## config.mk

```make
export PLATFORM = sky130hd
export DESIGN_NAME = rpc_reg_boot_seq
export DESIGN_NICKNAME = d
export VERILOG_FILES = /design/src/rtl/rpc_reg_boot_seq.sv
export SDC_FILE = /design/constraint.sdc
export NUM_CORES = 1
export LEC_CHECK = 0
export ABC_CLOCK_PERIOD_IN_PS = 2490
export BUFFER_PORTS_ARGS = -buffer_cell sky130_fd_sc_hd__buf_4
export CAP_MARGIN = 15
export CORE_UTILIZATION = 29
export CTS_BUF_LIST = sky130_fd_sc_hd__clkbuf_4 sky130_fd_sc_hd__clkbuf_8
export DETAILED_ROUTE_END_ITERATION = 16
export PLACE_DENSITY = 0.54
export SLEW_MARGIN = 20
export SYNTH_ARGS = -nofsm -noshare
export SYNTH_HDL_FRONTEND = slang
export SYNTH_SLANG_ARGS = --single-unit
```

## constraint.sdc

```tcl
create_clock -name clk_i -period 2.49 [get_ports clk_i]
set_clock_uncertainty 0.1 [all_clocks]
set_input_delay 0.3735 -clock clk_i [delete_from_list [all_inputs] [get_ports clk_i]]
set_output_delay 0.3735 -clock clk_i [all_outputs]
set_load 0.02 [all_outputs]
```

## src/rtl/rpc_reg_boot_seq.sv

```systemverilog
// Boot-time regbus master: writes a parameterised config table into the RPC DRAM
// controller after reset, then hands the port to the SoC host. Optional readback: RPC_BOOT_VERIFY_EN.
module rpc_reg_boot_seq #(
  parameter int                        NumEntries = 4,
  parameter logic [NumEntries*48-1:0]  InitAddr   = '0,
  parameter logic [NumEntries*32-1:0]  InitData   = '0,
  parameter logic [NumEntries*4-1:0]   InitStrb   = '1,
  parameter int                        StartDelay = 16,
  parameter int                        GapCycles  = 2
) (
  input  logic        clk_i,
  input  logic        rst_ni,
  input  logic        restart_i,
  input  logic [47:0] host_addr_i,
  input  logic        host_write_i,
  input  logic [31:0] host_wdata_i,
  input  logic [3:0]  host_wstrb_i,
  input  logic        host_valid_i,
  output logic [31:0] host_rdata_o,
  output logic        host_ready_o,
  output logic        host_error_o,
  output logic [47:0] dev_addr_o,
  output logic        dev_write_o,
  output logic [31:0] dev_wdata_o,
  output logic [3:0]  dev_wstrb_o,
  output logic        dev_valid_o,
  input  logic [31:0] dev_rdata_i,
  input  logic        dev_ready_i,
  input  logic        dev_error_i,
  output logic        boot_busy_o,
  output logic        boot_done_o,
  output logic        boot_err_o
);

  localparam int IDX_W   = (NumEntries > 1) ? $clog2(NumEntries) : 1;
  localparam int CNT_MAX = (StartDelay > GapCycles) ? StartDelay : GapCycles;
  localparam int CNT_W   = (CNT_MAX > 0) ? $clog2(CNT_MAX + 1) : 1;

  localparam logic [CNT_W-1:0] START_LAST = (StartDelay > 0) ? CNT_W'(StartDelay - 1) : '0;
  localparam logic [CNT_W-1:0] GAP_LAST   = (GapCycles > 0)  ? CNT_W'(GapCycles - 1)  : '0;
  localparam logic [IDX_W-1:0] IDX_LAST   = IDX_W'(NumEntries - 1);

  typedef enum logic [2:0] {
    ST_WAIT   = 3'd0,
    ST_ACCESS = 3'd1,
`ifdef RPC_BOOT_VERIFY_EN
    ST_VERIFY = 3'd4,
`endif
    ST_GAP    = 3'd2,
    ST_HOST   = 3'd3
  } state_e;

  state_e           state;
  logic [CNT_W-1:0] cnt;
  logic [IDX_W-1:0] idx;
  logic [IDX_W-1:0] nxt_idx;
  logic             restart_pend;

  logic [47:0] dev_addr_q;
  logic        dev_write_q;
  logic [31:0] dev_wdata_q;
  logic [3:0]  dev_wstrb_q;
  logic        dev_valid_q;
  logic        busy_q;
  logic        done_q;
  logic        err_q;

  logic [47:0] cur_addr, nxt_addr;
  logic [31:0] cur_data, nxt_data;
  logic [3:0]  cur_strb, nxt_strb;
  logic        entry_done;
  logic        in_host;

  assign nxt_idx = (idx == IDX_LAST) ? idx : idx + 1'b1;

  // Table lookup for the current entry (first load) and the following one.
  always_comb begin
    cur_addr = InitAddr[int'(idx) * 48 +: 48];
    cur_data = InitData[int'(idx) * 32 +: 32];
    cur_strb = InitStrb[int'(idx) * 4 +: 4];
    nxt_addr = InitAddr[int'(nxt_idx) * 48 +: 48];
    nxt_data = InitData[int'(nxt_idx) * 32 +: 32];
    nxt_strb = InitStrb[int'(nxt_idx) * 4 +: 4];
  end

`ifdef RPC_BOOT_VERIFY_EN
  function automatic logic [31:0] strb_mask(input logic [3:0] strb);
    logic [31:0] m;
    m = '0;
    for (int b = 0; b < 4; b++) m[b*8 +: 8] = {8{strb[b]}};
    return m;
  endfunction

  logic rd_mismatch;
  assign rd_mismatch = |((dev_rdata_i ^ dev_wdata_q) & strb_mask(dev_wstrb_q));
  assign entry_done  = (state == ST_VERIFY) && dev_ready_i;
`else
  assign entry_done  = (state == ST_ACCESS) && dev_ready_i;
`endif

  always_ff @(posedge clk_i) begin
    if (!rst_ni) begin
      state        <= ST_WAIT;
      cnt          <= '0;
      idx          <= '0;
      restart_pend <= 1'b0;
      dev_addr_q   <= '0;
      dev_write_q  <= 1'b0;
      dev_wdata_q  <= '0;
      dev_wstrb_q  <= '0;
      dev_valid_q  <= 1'b0;
      busy_q       <= 1'b1;
      done_q       <= 1'b0;
      err_q        <= 1'b0;
    end else begin
      case (state)
        ST_WAIT: begin
          if (StartDelay == 0 || cnt == START_LAST) begin
            cnt         <= '0;
            state       <= ST_ACCESS;
            dev_addr_q  <= cur_addr;
            dev_wdata_q <= cur_data;
            dev_wstrb_q <= cur_strb;
            dev_write_q <= 1'b1;
            dev_valid_q <= 1'b1;
          end else begin
            cnt <= cnt + 1'b1;
          end
        end
        ST_ACCESS: begin
          if (dev_ready_i) begin
            if (dev_error_i) err_q <= 1'b1;
`ifdef RPC_BOOT_VERIFY_EN
            // Write accepted: reissue the same address as a read for readback.
            state       <= ST_VERIFY;
            dev_write_q <= 1'b0;
`endif
          end
        end
`ifdef RPC_BOOT_VERIFY_EN
        ST_VERIFY: begin
          if (dev_ready_i && (dev_error_i || rd_mismatch)) err_q <= 1'b1;
        end
`endif
        ST_GAP: begin
          if (cnt == GAP_LAST) begin
            cnt         <= '0;
            idx         <= nxt_idx;
            state       <= ST_ACCESS;
            dev_addr_q  <= nxt_addr;
            dev_wdata_q <= nxt_data;
            dev_wstrb_q <= nxt_strb;
            dev_write_q <= 1'b1;
            dev_valid_q <= 1'b1;
          end else begin
            cnt <= cnt + 1'b1;
          end
        end
        ST_HOST: begin
          // A restart is never allowed to cut an in-flight host transfer short.
          if (restart_i || restart_pend) begin
            if (host_valid_i) begin
              restart_pend <= 1'b1;
            end else begin
              restart_pend <= 1'b0;
              state        <= ST_WAIT;
              cnt          <= '0;
              idx          <= '0;
              busy_q       <= 1'b1;
              done_q       <= 1'b0;
              err_q        <= 1'b0;
            end
          end
        end
        default: state <= ST_WAIT;
      endcase

      // Completion of one table entry overrides the per-state updates above.
      if (entry_done) begin
        if (idx == IDX_LAST) begin
          state       <= ST_HOST;
          busy_q      <= 1'b0;
          done_q      <= 1'b1;
          dev_valid_q <= 1'b0;
          dev_write_q <= 1'b0;
          dev_addr_q  <= '0;
          dev_wdata_q <= '0;
          dev_wstrb_q <= '0;
        end else if (GapCycles == 0) begin
          idx         <= nxt_idx;
          state       <= ST_ACCESS;
          dev_addr_q  <= nxt_addr;
          dev_wdata_q <= nxt_data;
          dev_wstrb_q <= nxt_strb;
          dev_write_q <= 1'b1;
          dev_valid_q <= 1'b1;
        end else begin
          state       <= ST_GAP;
          cnt         <= '0;
          dev_valid_q <= 1'b0;
          dev_write_q <= 1'b0;
        end
      end
    end
  end

  // Once booted the device port is a zero-latency wire to the host port.
  assign in_host = (state == ST_HOST);

  assign dev_addr_o   = in_host ? host_addr_i  : dev_addr_q;
  assign dev_write_o  = in_host ? host_write_i : dev_write_q;
  assign dev_wdata_o  = in_host ? host_wdata_i : dev_wdata_q;
  assign dev_wstrb_o  = in_host ? host_wstrb_i : dev_wstrb_q;
  assign dev_valid_o  = in_host ? host_valid_i : dev_valid_q;

  assign host_rdata_o = in_host ? dev_rdata_i  : '0;
  assign host_ready_o = in_host & dev_ready_i;
  assign host_error_o = in_host & dev_error_i;

  assign boot_busy_o  = busy_q;
  assign boot_done_o  = done_q;
  assign boot_err_o   = err_q;

endmodule
```

==> results of run 1 <==
layer usage:
metal	wire (um)	share of wire [%]
met2	5482	48
met5	0	0
met1	5290	46
met4	106	0.92
met3	591	5.2
critical path, stage by stage, from the launching register on:
cell and delay (ns):
sky130_fd_sc_hd__dfxtp_1 0.56, sky130_fd_sc_hd__and2_2 0.28, sky130_fd_sc_hd__buf_12 0.21, sky130_fd_sc_hd__nand2_1 0.08, sky130_fd_sc_hd__nand2_1 0.06, sky130_fd_sc_hd__buf_4 0.13
cells by family after synthesis:
kind of cell,after synthesis
simple gates,409
compound gates,29
flops,98
mux,1
fa+ha+maj,4
buf+inv,45
cell usage after synthesis (3+ instances only):
master / instances
sky130_fd_sc_hd__a21oi_1: 8
sky130_fd_sc_hd__a31oi_1: 3
sky130_fd_sc_hd__and2_1: 23
sky130_fd_sc_hd__and2_4: 58
sky130_fd_sc_hd__and3_1: 34
sky130_fd_sc_hd__buf_1: 5
sky130_fd_sc_hd__buf_2: 7
sky130_fd_sc_hd__buf_6: 8
sky130_fd_sc_hd__clkbuf_1: 17
sky130_fd_sc_hd__dfxtp_1: 98
sky130_fd_sc_hd__ha_1: 4
sky130_fd_sc_hd__inv_1: 8
sky130_fd_sc_hd__nand2_1: 261
sky130_fd_sc_hd__nand3_1: 3
sky130_fd_sc_hd__nor2_1: 14
sky130_fd_sc_hd__o21ai_0: 7
flip-flops by register name (all words and copies together) (netlist names):
register	cells
boot_done_o	1
idx	2
state	2
restart_pend	1
boot_err_o	1
dev_wdata_q	32
dev_addr_q	48
cnt	5
dev_wstrb_q	4
boot_busy_o	1
dev_valid_q	1
where the power goes:
group / internal [mW] / switching (mW) / leakage (nW)
Combinational: 0.140 / 0.0626 / 2.76
Clock: 0.384 / 0.565 / 0.0833
Sequential: 1.57 / 0.00520 / 0.790
per-stage QoR:
step | util [%] | setup slack, ns | hold slack [ns] | cells
after CTS | 43.88 | 0.2443 | 0.1126 | 1008
after global routing | 43.88 | 0.1121 | 0.1351 | 1008
after global placement | 42.70 | 0.3822 | 0.3445 | 992
after detailed placement | 42.70 | 0.2840 | 0.3435 | 992
final | 43.88 | 0.2874 | 0.1471 | 1008
after floorplan | - | 0.6210 | 0.3296 | 586
area by class of cell:
class                      instances  area (um2)
fill                            1522        8531
sequential                        98        1962
multi-input combinational        443        2312
tap                              188       235.2
inverter                           8       30.03
timing repair buffer             255        1952
clock inverter                     6       48.80
clock buffer                      10       131.4
worst max path at each step:
stage                                             to  cells after the start  slack [ns]
after floorplan            dev_addr_q[10]$_SDFF_PN0_                      9        0.62
after global placement    dev_wdata_q[13]$_SDFF_PN0_                      9        0.38
after detailed placement  dev_wdata_q[12]$_SDFF_PN0_                      9        0.28
after CTS                             dev_addr_o[38]                      5        0.24
after global routing                   dev_addr_o[2]                      5        0.11
final                                 dev_addr_o[38]                      5        0.29
==> summary by stage, run 1 <==
Status
The run finished with clean final reports.

Synthesis
Sorting the synthesized cells by area gives the leading types as sky130_fd_sc_hd__dfxtp_1 44%, sky130_fd_sc_hd__nand2_1 22%, sky130_fd_sc_hd__and2_4 11%. The Yosys warning count is 0. The largest family of logic cells by synthesized area is simple AND/OR/NAND/NOR gates.

The most area-hungry cell type in the Yosys netlist is sky130_fd_sc_hd__dfxtp_1. The area fraction in and, or, nand and nor cells after synthesis is 45.52%. Sequential elements use 43.52% of the synthesized area. The XOR/XNOR share of the synthesized area is 0%. The number of enable-type register cells in the synthesized netlist is 0. The most used flip-flop cell after synthesis is sky130_fd_sc_hd__dfxtp_1. Each instance of the synthesized netlist takes up on average 7.693 um2. The synthesized design devotes to its leading area cell type 43.52% of total area. In the synthesized netlist, the number of instances is 586.

Synthesis inferred 98 register bits. Of the total synthesized cell area, the portion taken by full adders, half adders and majority gates is 1.110%. The number of different library cells used by synthesis comes to 38. After synthesis the cells add up to 4508 um2. The net count after synthesis is 713. The compound-gate portion of the synthesized area is 4.357%. The async set-or-reset flop fraction in the synthesized netlist is 0%. Measured against the total synthesized area, the mux share comes to 0.2220%.

Global route
The initial antenna violation count is 0. The final global-route overflow total is 0. In this run the most used layer during global routing was met2. The first global-routing pass estimated 18,660 um of wire. Global routing consumed, on the met3 layer, 4.218% of the routing resources. The met1 track utilization from global routing is 17.24%.

The global-route usage over all layers is 14.28%. The number of global-route vias before repair is 4,049. The pin count of the biggest net entering global routing is 47. The met2 demand-to-capacity share in global routing is 24.70%.

Die
The area of the die is 16,050 um2. The die is 126.7 um tall. The number of primary I/O pins is 246.

The core footprint is 15,200 um2. For this configuration, the core starts out at a cell density of 29.65%. The initialized floorplan defines 45 standard-cell rows. The width of the die is 126.7 um.

Worst setup path
The startpoint of the worst register-to-register path is cnt[0]$_SDFF_PN0_. The capture instance of the worst register-to-register path is dev_wdata_q[12]$_SDFF_PN0_. The register-to-register setup slack is 0.29 ns.

For the worst setup path, the data arrival time is 1.73 ns. The largest fanout of any net on the critical path is 46. The depth of the most critical reg-to-reg path is 9. The critical path starts at state[0]$_SDFFE_PN0P_. STA classifies the critical path endpoint as an output port. The data required time at the worst endpoint is 2.02 ns. The worst setup path is launched from a register. The type of the worst setup path is reg2out.

Placement
Summed over all nets, the half-perimeter wirelength after detailed placement is 8511 um. Summing all placed instances gives a cell area of 6491 um2. The number of buffer cells added on primary ports is 245. The weighted congestion at the end of routability-driven global placement is 0.7475.

Timing
Setup repair after global routing left no endpoint under its margin. The number of pins exceeding their max-slew limit in the final report is 0. The count of endpoints failing hold in the final timing report is 0. The slew at the pin closest to its max-slew limit is 0.6448 ns. The final period demand of the worst path is 2.203 ns. The worst path uses 88.46% of the clock period. The highest clock frequency the design can meet is 0.4540 GHz. The worst max-slew margin expressed relative to the limit is 56.56%. Setup violations remaining at the end of the flow were counted as 0. Adding up every negative setup slack in the final design gives 0 ns.

Pwr
The cell leakage power is 3.629 nW. For this design the ratio of total power to cell area is 408.8 nW/um2. The largest voltage drop on the vdd net is 0.2352 mV.

Total power for the finished layout comes to 2.728 mW.

Finish
The finished cells cover 6671 um2. The net count of the finished layout is 942. The synthesis-to-layout area growth is 47.99%.

In the layout the commonest cells are 260 x sky130_fd_sc_hd__nand2_1, 252 x sky130_fd_sc_hd__buf_4, 98 x sky130_fd_sc_hd__dfxtp_1. The repair_antennas step left the layout with diodes totalling 0. Of the cells placed in the final design, the portion with a size suffix greater than 1 is 40.98%. The library cell used most frequently in the layout, excluding fill and tap cells, is sky130_fd_sc_hd__nand2_1.

Job
The tool flagged a number of max-cap violations equal to 0.

Clock network
The clock latency at the later pin of the worst-skew pair is 0.38 ns. Post-CTS timing repair inserted 0 buffers for setup. The number of hold buffers added after CTS was 0.

The maximum level of the CTS H-tree is 3. The number of cells upsized or downsized after cts is 0. The CTS tree is done.

The buffer cell driving the clock tree root is sky130_fd_sc_hd__clkbuf_8. The clock edge transition at the registers on the reported setup and hold paths is 0.10 ns. The number of clock buffers added by TritonCTS is 9. The sink count of the clock tree is 98. The longest clock path from root to sink contains 2 buffers.

Routing
The first routing iteration left 200 violations. Dividing the detail-routed via count by the number of cells gives 4.232. The total wire length is 11,470 um. In the final routed layout, each cell accounts on average for 11.38 um. The detailed-route via count is 4,266. The pre-antenna-repair detailed-routing pass consisted of 4 iterations. The number of remaining DRC errors is 0. The count of nets left with antenna violations after detail routing is 0.

Min path
The min-delay analysis places its worst path in the category in2reg. The startpoint identified for the worst hold timing path is dev_error_i. The path with the worst hold slack has its endpoint at boot_err_o$_SDFFE_PN0P_.

The worst hold path passes through 3 cells.
(Power assumes the default switching activity.)
==> run 2: changes to the inputs <==
Settings changed: CORE_MARGIN set to 2, CTS_BUF_LIST sky130_fd_sc_hd__clkbuf_4 sky130_fd_sc_hd__clkbuf_8 to sky130_fd_sc_hd__clkbuf_4 sky130_fd_sc_hd__clkbuf_8 sky130_fd_sc_hd__clkbuf_16.
==> run 2 against run 1 <==
Power up 20%. Global-route usage decreased by 0.18 points. Sequential share of layout area is 0.59 points lower. Core utilization up 0.91 points. First-iteration DRC count is 13% lower. Final cell count did not move. Largest power group unchanged. Die area increased by 3.2%. Worst hold slack gained 0.027 ns.
==> summary by stage, run 2 (same netlist as run 1, synthesis figures left out) <==
Worst setup path
The largest fanout of any net on the critical path is 37. Data on the critical path arrives at its endpoint at 2.40 ns. The capture instance of the worst register-to-register path is dev_wdata_q[10]$_SDFF_PN0_. The type of the worst setup path is reg2reg. STA puts the critical path data required time at 2.68 ns.

Setup slack on the worst reg-to-reg path comes out at 0.28 ns. The depth of the most critical reg-to-reg path is 9. In this run the worst setup path begins at cnt[0]$_SDFF_PN0_. The critical path endpoint category is a register. The startpoint of the worst register-to-register path is cnt[0]$_SDFF_PN0_. The element type at the critical path start is a register.

Routing
The number of iterations in the first detailed-routing pass is 4. The via density per instance is 4.282. The detailed-route via count is 4,316. The total wire length is 11,910 um.

The DRC marker count from the first detailed-route iteration is 174. After detailed routing, the number of remaining DRC violations is 0. In this run the remaining antenna-violating nets after routing total 0. In the final routed layout, each cell accounts on average for 11.81 um.

Global route
The initial antenna violation count is 0. The global-route usage over all layers is 14.09%. The final global-route overflow total is 0. The pin count of the biggest net entering global routing is 47. The first-pass GRT wire length is 19,210 um. The number of global-route vias before repair is 4,274.

Clock network
The clock edge transition at the registers on the reported setup and hold paths is 0.06 ns. The number of buffers inserted during clock tree synthesis is 9. The post-cts hold buffer count is 0. The buffer cell driving the clock tree root is sky130_fd_sc_hd__clkbuf_16. The number of setup buffers added after CTS is 0. The clock latency at the later pin of the worst-skew pair is 0.34 ns. The clock tree buffer depth is 2. TritonCTS built the clock tree. In this run the number of H-tree levels came out at 3. The sink count of the clock tree is 98. In this run, post-CTS repair resized a total of 0 instances.

Die
The initial core utilization is 29.65%. The initialized floorplan defines 45 standard-cell rows. The number of primary I/O pins is 246. The width of the die is 128.7 um.

The area of the die is 16,560 um2. The die extent in y is 128.7 um. After floorplanning, the core was sized to cover 15,200 um2.

Timing
The final period demand of the worst path is 2.213 ns. Adding up every negative setup slack in the final design gives 0 ns. The number of pins exceeding their max-slew limit in the final report is 0. The slew at the pin closest to its max-slew limit is 0.5941 ns. The worst setup margin is 0.2769 ns. The worst hold margin is 0.1745 ns. Setup repair after global routing left no endpoint under its margin. The setup-violating endpoint count in the final report is 0.

The worst pin sits at a relative slew slack of 59.98%. Timing would allow up to 0.4519 GHz. The worst path uses 88.88% of the clock period.

The count of endpoints failing hold in the final timing report is 0.

Finish
The final antenna diode count is 0. The finished cells cover 6809 um2. In the layout the commonest cells are 260 x sky130_fd_sc_hd__nand2_1, 254 x sky130_fd_sc_hd__buf_4, 98 x sky130_fd_sc_hd__dfxtp_1. Cells with a size suffix above 1 make up 40.98% of the layout. In the final layout, the registers with the most flip-flops are dev_addr_q: 48 flops, dev_wdata_q: 32 flops, cnt: 5 flops. The register with the most flip-flops in the layout has 48 of them. The register with the highest flop count is dev_addr_q. At the end of the flow the core is filled with cells to 44.79%. The synthesis-to-layout area growth is 51.04%. The total number of nets in the final design is 943. The filler cell count in the final layout is 1,533. The commonest non-fill, non-tap cell in the layout is sky130_fd_sc_hd__nand2_1.

Min path
The worst hold path class is in2reg. The startpoint identified for the worst hold timing path is restart_i. The number of cells traversed by the worst hold path is 3. The path with the worst hold slack has its endpoint at restart_pend$_SDFFE_PN0P_.

Placement
After detailed placement, the total cell area comes to 6486 um2. The count of buffers added on input and output ports is 245. The final HPWL from detailed placement is 8974 um. The weighted congestion at the end of routability-driven global placement is 0.8015. The worst setup slack before clock tree synthesis is 0.2819 ns.

Pwr
Summed over all cells, the static leakage comes to 3.704 nW. IR analysis of the VDD net gives a maximum drop of 0.2809 mV. The power density normalized to cell area is 480.1 nW/um2.

Job
Max-cap violations in this run came to 0.

Status
The run finished with clean final reports.
## run 2: changes by cell type in the layout (fill, tap and decap cells not counted), moves of 2 or more
cell	previous run	this run
sky130_fd_sc_hd__bufinv_16	0	2
sky130_fd_sc_hd__buf_4	252	254
sky130_fd_sc_hd__clkinvlp_4	3	1
sky130_fd_sc_hd__clkbuf_16	0	9
sky130_fd_sc_hd__inv_6	3	0
sky130_fd_sc_hd__clkbuf_8	9	1
## run 2: how the worst max path moves through the flow
stage	end
after floorplan	dev_addr_q[10]$_SDFF_PN0_
after global placement	dev_wdata_q[6]$_SDFF_PN0_
after detailed placement	dev_wdata_q[30]$_SDFF_PN0_
after CTS	dev_wdata_q[30]$_SDFF_PN0_
after global routing	dev_wdata_q[10]$_SDFF_PN0_
final	dev_wdata_q[10]$_SDFF_PN0_
## run 2: layout make-up
type	count	area (um2)	area share (%)
Sequential cell	98	1962	28.81
Multi-Input combinational cell	443	2312	33.96
Tap cell	188	235.2	3.455
Clock inverter	4	76.32	1.121
Inverter	8	30.03	0.4410
Clock buffer	11	246.5	3.620
Timing Repair Buffer	256	1947	28.59
## run 2: power by group
| group | switching, mW | total, mW | internal [mW] |
|---|---|---|---|
| Combinational | 0.0633 | 0.204 | 0.141 |
| Sequential | 0.00547 | 1.58 | 1.57 |
| Clock | 0.574 | 1.49 | 0.915 |
## run 2: layer usage
layer,GRT usage (%),wire [um]
met1,16.40,5274
met2,25.27,5736
met3,3.617,713
met4,4.540,181
met5,0,0
## run 2: through the flow
stage / power, mW / cells
3_5_place_dp: 1.818 / 993
4_1_cts: 3.317 / 1008
3_3_place_gp: 1.811 / 993
2_1_floorplan: 1.664 / 586
6_report: 3.269 / 1008
5_1_grt: 3.391 / 1008
## run 2: worst max-delay path: stages, from the launching register on
cell,delay [ns]
sky130_fd_sc_hd__dfxtp_1,0.35
sky130_fd_sc_hd__ha_1,0.25
sky130_fd_sc_hd__nand3_1,0.11
sky130_fd_sc_hd__inv_1,0.05
sky130_fd_sc_hd__ha_1,0.17
sky130_fd_sc_hd__or2_1,0.28
sky130_fd_sc_hd__o211a_4,0.21
sky130_fd_sc_hd__nor2_8,0.10
sky130_fd_sc_hd__buf_4,0.33
sky130_fd_sc_hd__and2_4,0.20
